File: src/rtl/keypad_pkg.sv
// keypad_pkg: shared key-matrix geometry defaults and key indexing helper
package keypad_pkg;
  localparam int DEF_ROWS = 4;
  localparam int DEF_COLS = 4;
  localparam int KEY_W = $clog2(DEF_ROWS * DEF_COLS);
  function automatic int key_index(input int row, input int col, input int cols = DEF_COLS);
    return row * cols + col;
  endfunction
endpackage

File: src/rtl/key_debounce.sv
// key_debounce: per-key debounce counter and accepted state bit
module key_debounce #(
  parameter int DEBOUNCE_SCANS = 4
) (
  input  logic clk,
  input  logic rst,
  input  logic i_sample_en,
  input  logic i_sample,
  input  logic i_commit,
  output logic o_state,
  output logic o_change_req
);
  localparam int CW = $clog2(DEBOUNCE_SCANS) + 1;
  localparam logic [CW-1:0] LAST = CW'(DEBOUNCE_SCANS - 1);
  logic [CW-1:0] r_cnt;
  logic r_state;
  logic w_diff;
  logic w_take;
  assign w_diff = i_sample != r_state;
  assign o_change_req = i_sample_en && w_diff && r_cnt == LAST;
  assign w_take = o_change_req && i_commit;
  assign o_state = r_state;
  // a request that loses priority holds the counter at LAST until the next visit
  always_ff @(posedge clk)
    if (rst) begin
      r_cnt <= '0;
      r_state <= 1'b0;
    end else if (i_sample_en) begin
      r_cnt <= (!w_diff || w_take) ? '0 : o_change_req ? r_cnt : r_cnt + 1'b1;
      if (w_take) r_state <= ~r_state;
    end
endmodule

File: src/rtl/key_matrix_scanner.sv
// key_matrix_scanner: column-scanned key matrix with per-key debounce and press/release events
module key_matrix_scanner #(
  parameter int ROWS = 4,
  parameter int COLS = 4,
  parameter int SCAN_DIV = 10_000,
  parameter int DEBOUNCE_SCANS = 4
) (
  input  logic                          clk,
  input  logic                          rst,
  input  logic [ROWS-1:0]               row_in,
  output logic [COLS-1:0]               col_select,
  output logic [ROWS*COLS-1:0]          key_state,
  output logic [$clog2(ROWS*COLS)-1:0]  key_code,
  output logic                          key_pressed,
  output logic                          key_released,
  output logic                          any_pressed
);
  import keypad_pkg::*;
  localparam int NK = ROWS * COLS;
  localparam int KW = $clog2(NK);
  localparam int DW = SCAN_DIV > 1 ? $clog2(SCAN_DIV) : 1;
  logic [ROWS-1:0] r_sync1, r_sync2, r_rows;
  logic [DW-1:0]   r_dwell;
  logic [COLS-1:0] r_col, r_col_smp;
  logic            r_smp_valid;
  logic            w_last;
  logic [NK-1:0]   w_req, w_commit;
  logic [KW-1:0]   w_idx;
  logic            w_hit;
  assign w_last = r_dwell == DW'(SCAN_DIV - 1);
  assign col_select = r_col;
  assign any_pressed = |key_state;
  // sampled rows are debounced one cycle later, so events land one cycle after the sampling edge
  always_ff @(posedge clk)
    if (rst) begin
      r_sync1 <= '0;
      r_sync2 <= '0;
      r_rows <= '0;
      r_col_smp <= '0;
      r_smp_valid <= 1'b0;
      r_dwell <= '0;
      r_col <= COLS'(1);
      key_code <= '0;
      key_pressed <= 1'b0;
      key_released <= 1'b0;
    end else begin
      r_sync1 <= row_in;
      r_sync2 <= r_sync1;
      r_smp_valid <= w_last;
      if (w_last) begin
        r_rows <= r_sync2;
        r_col_smp <= r_col;
        r_col <= (r_col << 1) | (r_col >> (COLS - 1));
      end
      r_dwell <= w_last ? '0 : r_dwell + 1'b1;
      key_pressed <= w_hit && !key_state[w_idx];
      key_released <= w_hit && key_state[w_idx];
      if (w_hit) key_code <= w_idx;
    end
  // only one column is enabled at a time, so lowest key index equals lowest row
  always_comb begin
    w_idx = '0;
    for (int k = NK - 1; k >= 0; k--)
      if (w_req[k]) w_idx = KW'(k);
  end
  assign w_hit = |w_req;
  assign w_commit = w_hit ? (NK'(1) << w_idx) : '0;
  for (genvar r = 0; r < ROWS; r++) begin : g_row
    for (genvar c = 0; c < COLS; c++) begin : g_col
      localparam int K = key_index(r, c, COLS);
      key_debounce #(.DEBOUNCE_SCANS(DEBOUNCE_SCANS)) u_key (
        .clk(clk),
        .rst(rst),
        .i_sample_en(r_smp_valid && r_col_smp[c]),
        .i_sample(r_rows[r]),
        .i_commit(w_commit[K]),
        .o_state(key_state[K]),
        .o_change_req(w_req[K])
      );
    end
  end
endmodule

File: config.mk
export PLATFORM = sky130hd
export DESIGN_NAME = key_matrix_scanner
export DESIGN_NICKNAME = d
export VERILOG_FILES = /design/src/rtl/keypad_pkg.sv /design/src/rtl/key_debounce.sv /design/src/rtl/key_matrix_scanner.sv
export SDC_FILE = /design/constraint.sdc
export NUM_CORES = 1
export LEC_CHECK = 0
export CAP_MARGIN = 20
export CORE_MARGIN = 2
export CORE_UTILIZATION = 45
export DETAILED_ROUTE_END_ITERATION = 10
export PLACE_DENSITY = 0.76
export SLEW_MARGIN = 30
export SYNTH_ARGS = -nofsm -noshare
export SYNTH_HDL_FRONTEND = slang
export SYNTH_SLANG_ARGS = --single-unit
File: constraint.sdc
create_clock -name clk -period 2.8 [get_ports clk]
set_input_delay 0.56 -clock clk [delete_from_list [all_inputs] [get_ports clk]]
set_output_delay 0.56 -clock clk [all_outputs]
set_load 0.02 [all_outputs]
# Word-level counts from Yosys, hierarchy flattened
# Cells that the tools add are included.
# totals
ramBits	0
rom_bits	0
in_bits	6
mem_count	0
regBits	105
out_inout_bits	27
elab_cells	300
latch_bits	0
# classes
n_bitwise	17
div	0
n_mul	0
n_eq_ne	49
n_lt_le_gt_ge	1
n_mux	51
shifts	1
addsub	17
n_reduce_logical	122
# ops
operator	count
$mux W3	32
$mux W4	16
$reduce_and A2 Y1	32
$logic_and A1 B1 Y1	54
$add A3 B1 Y3 const B	16
$eq A3 B2 Y1 const B	16
$ne A2 B2 Y1 const B	16
$reduce_or A16 Y1	2
$logic_not A1 Y1	17
$logic_or A1 B1 Y1	16
$mux W16	1
$ne A1 B1 Y1	16
$not A1 Y1	16
$shl A1 B4 Y16 const A	1
$add A14 B1 Y14 const B	1
$eq A14 B14 Y1 const B	1
$lt A4 B5 Y1 const B	1
$bmux W1 S4	1
$or A4 B1 Y4	1
$reduce_or A2 Y1	1
$mux W1	1

# Longest topological paths before layout
# logic_depth
word_depth	25
ltp_mapped	12
depth_no_buf	11

# By module
# Synthesis repeated with hierarchy kept, for this count alone.
# hier_totals
cells_unflattened	608
area_unflattened_um2	5913.2
# modules_own_cells
module	seq_area_each_um2	area_each_um2	cells_each	instances
key_debounce	80.1	250.2	24	16
key_matrix_scanner	760.7	1909.3	224	1

# Worst setup path after synthesis
# Ideal clock, no wire load.
# synth_path
kind	register to register
start	register g_row[1].g_col[3].u_key.r_cnt[0]
end	register key_released
setup_slack_ns	0.226
setup_time_ns	0.116
path_stages_with_launch	11
synth_period_minus_slack_ns	2.574
n_path_buf	0
arrival_time_ns	2.458
t_required_ns	2.684
cell_sequence	dfxtp_1 > ha_1 > ha_1 > nand3_1 > and3_1 > o21ba_2 > a211oi_4 > mux2i_1 > o22ai_1 > or3_1 > and3_1
# synth_via
elab_chain_len	13
word_cells_on_any_way	14
classes_between	eq/ne: 1; mux: 10; reduce/logical: 3
# synth_lines
element	line_no	rtl
from (decl)	key_debounce.sv:15	logic [CW-1:0] r_cnt;
from (signal assigned)	key_debounce.sv:29	r_cnt <= (!w_diff || w_take) ? '0 : o_change_req ? r_cnt : r_cnt + 1'b1;
$eq A3 B2 Y1 *	key_debounce.sv:20	assign o_change_req = i_sample_en && w_diff && r_cnt == LAST;
$logic_and A1 B1 Y1 *	key_debounce.sv:20	
$mux W4 (8 in series)	key_matrix_scanner.sv:64	if (w_req[k]) w_idx = KW'(k);
$bmux W1 S4	key_matrix_scanner.sv:57	key_released <= w_hit && key_state[w_idx];
$mux W1 (implied by the code)	key_matrix_scanner.sv:57	
$logic_and A1 B1 Y1 *	key_matrix_scanner.sv:57	
to (signal assigned)	key_matrix_scanner.sv:57	
to (decl)	key_matrix_scanner.sv:15	output logic key_released,
# Every way passes the cells marked *; elsewhere a longest branch is shown, timed or not. The select of a mux whose other input is x is not followed.
# A chain may end at the register's enable or synchronous reset.

# Worst setup path after layout
# Same ends and word-level chain as after synthesis.

==> impl_metrics.csv <==
group,metric,value,unit
cells_and_area,multi_input_area,0.00312,sq mm
timing,skew,7.49,ps
clock_network,ctsHoldBuffers,0,
place,port_buffers,32,
global_routing,grt_pass1_wl,22000,um
clock_network,ctsRootBufferMaster,"clkbuf_16",
timing,tightest_slew,497,ps
cells_and_area,nets,717,
yosys,synthCells,613,
global_routing,first_global_vias,4579,
power,ir_drop,0.289,mV
power,power_density,412,mW/mm^2
cells_and_area,layout_commonest_cell,"dfxtp_1",
die,core,0.0116,sq mm
setup_path,start_kind,"flip-flop",
yosys,ys_ff_latch,102,
global_routing,grt_max_degree,27,
die,die-width,113,um
timing,hold_viol_final,0,
detailed_routing,num_vias,4574,
global_routing,gr-total-overflow,0,
place,dpl.hpwl,10000,um
timing,post-route-period-util,97.2,%
power,total_power,0.00270,W
cells_and_area,area_growth,21.5,%
cells_and_area,nFillCells,1002,
setup_path,path_class,"flip-flop to flip-flop",
global_routing,antenna_found_initial,0,
clock_network,clk_pin_slew,70,ps
detailed_routing,drc_errors,0,
run,maxCapViolCount,0,
yosys,async_reset_ff_share,0,%
timing,finalSetupViolations,0,
setup_path,cp.required,3060,ps
cells_and_area,mostFrequentLayoutCells,"dfxtp_1, nor2_1, buf_4, nand2_1, clkdlybuf4s50_1",
yosys,synth_edf_count,0,
clock_network,ctsLongestPathBuffers,2,
detailed_routing,ant_nets,0,
yosys,yosys_warnings,0,
setup_path,worstSetupEndpointType,"flip-flop",
yosys,synthesis.area,0.00539,sq mm
timing,finalCriticalPeriod,2720,ps
timing,rsz0062_at_grt,"true",
die,io_pins,33,
die,dieHeight,113,um
cells_and_area,drive_above_1_share,20.8,%
timing,relSlewSlack,66.5,%
timing,max_freq,0.367,GHz
place,place_congestion,0.966,
detailed_routing,wire_per_inst,16.2,um
yosys,syn_area_per_cell,8.79,sq um
clock_network,cts_buffers,9,
run_status,status,"complete, no violations",
detailed_routing,drtIter0Drc,297,
detailed_routing,first_pass_iters,6,
global_routing,track_usage,21.7,%
yosys,yosysSeqAreaShare,37.9,%
yosys,synth_cell_types,67,
timing,maxSlewViolCount,0,
detailed_routing,viasPerCell,5.54,
hold_path,hp-class,"flip-flop to flip-flop",
setup_path,crit_fanout,5,
hold_path,holdPathStages,1,
power,power_leakage,2.61,nW
detailed_routing,drt_wl_total,13400,um
cells_and_area,utilization,56.6,%
cells_and_area,regArea,0.00205,sq mm
die,dieArea,0.0129,sq mm
clock_network,cts.sinks,102,
yosys,synth_flop_cell,"dfxtp_1",
die,rows,39,
die,start_util,46.6,%
setup_path,reg2regPathDepth,11,
clock_network,htree_levels,3,
clock_network,clock_latency,360,ps
cells_and_area,diodes,0,
setup_path,crit_arrival,2980,ps
yosys,synth_nets,652,
clock_network,cts_tree,"built",
-- worst max-delay path: stages, from the launching register on --
cell and delay, ps:
dfxtp_1 360, ha_1 210, ha_4 170, nand3_2 110
and3_1 250, o21ba_2 250, buf_4 150, a21oi_4 230
mux2i_1 250, o21ai_0 90, or3_4 370, and3_1 160
-- power by group --
part	internal, W	switching [W]
Combinational	0.0000167	0.0000306
Clock	0.000613	0.000579
Sequential	0.00146	0.00000479
Total	0.00209	0.000614
-- final timing paths --
path                                                        from           end  slack, ps
worst max-delay path            g_row[1].g_col[3].u_key.r_cnt[0]  key_released         80
worst min-delay path                                  r_sync1[3]    r_sync2[3]        440
worst max register to register  g_row[1].g_col[3].u_key.r_cnt[0]  key_released         80
worst min register to register                        r_sync1[3]    r_sync2[3]        440
-- kinds of logic after synthesis --
kind of cell | count (synthesis) | share of synthesized area (%)
DFF | 102 | 37.9
adders and majority gates | 33 | 7.66
AOI/OAI and AO/OA | 102 | 13.8
and+or+nand+nor | 245 | 22.7
buffers and inverters | 70 | 7.43
xor gates and xnor gates | 48 | 8.08
muxes | 13 | 2.46
-- state kept, by name, indices dropped and copies added (netlist names) --
name                       count
g_row.g_col.u_key.r_cnt       48
g_row.g_col.u_key.o_state     16
r_dwell                       14
key_code                       4
r_rows                         4
r_sync1                        4
r_sync2                        4
col_select                     3
r_col_smp                      2
key_pressed                    1
key_released                   1
r_smp_valid                    1
-- through the flow --
step	setup TNS [ps]	instances	hold slack, ps	setup slack (ps)	cell area, sq um
floorplan	0	613	414	226	5390
global placement	-455	804	418	-120	6040
detailed placement	-771	804	425	-171	6040
CTS	0	821	444	11.3	6370
global route	-386	825	464	-68.7	6550
finish	0	825	441	78.8	6550
-- synth_stat cells (all sizes together) (2+ instances only) --
| master | instances | share of area, % |
|---|---|---|
| a211oi | 3 | 0.65 |
| a21o | 4 | 0.56 |
| a21oi | 32 | 3.4 |
| a22o | 3 | 0.49 |
| a22oi | 6 | 0.84 |
| a31oi | 3 | 0.35 |
| a32o | 3 | 0.56 |
| and2 | 7 | 1.0 |
| and3 | 12 | 1.8 |
| buf | 30 | 4.6 |
| clkbuf | 14 | 1.0 |
| dfxtp | 102 | 38 |
| ha | 33 | 7.7 |
| inv | 26 | 1.8 |
| mux2 | 2 | 0.42 |
| mux2i | 11 | 2.0 |
| nand2 | 55 | 3.9 |
| nand2b | 6 | 0.70 |
| nand3 | 23 | 2.2 |
| nand4 | 10 | 1.2 |
| nor2 | 81 | 5.7 |
| nor2b | 10 | 1.2 |
| nor3 | 15 | 1.4 |
| nor4 | 12 | 1.9 |
| o211ai | 5 | 0.79 |
| o21a | 2 | 0.28 |
| o21ai | 16 | 1.8 |
| o22ai | 5 | 0.70 |
| o2bb2ai | 4 | 0.65 |
| o311a | 2 | 0.37 |
| o32ai | 4 | 0.65 |
| or2 | 2 | 0.23 |
| or3 | 10 | 1.2 |
| xnor2 | 16 | 2.7 |
| xor2 | 32 | 5.3 |
-- repair_timing --
item | 4_1_cts | 5_1_grt
buffers inserted | 2 | 4
gates resized for setup | 8 | 33
endpoints found under the setup margin | 16 | 36
pin swaps | 4 | 10
-- routing by layer --
metal | vias to the layer above | wire (um) | track usage (%)
met5 | - | 0 | 0
met4 | 0 | 333 | 8.86
met3 | 27 | 662 | 4.46
met2 | 110 | 6450 | 36.4
met1 | 2193 | 5940 | 27.5
li1 | 2244 | - | -
-- final cells by class --
class | count | area share (%)
clock inverters | 6 | 0.821
clock buffers | 9 | 3.44
inverters | 26 | 1.49
flip-flops and latches | 102 | 31.3
repair buffers | 98 | 12.7
well taps | 143 | 2.73
multi-input cells | 441 | 47.6
Note: power is estimated with default switching activity, not from simulation.
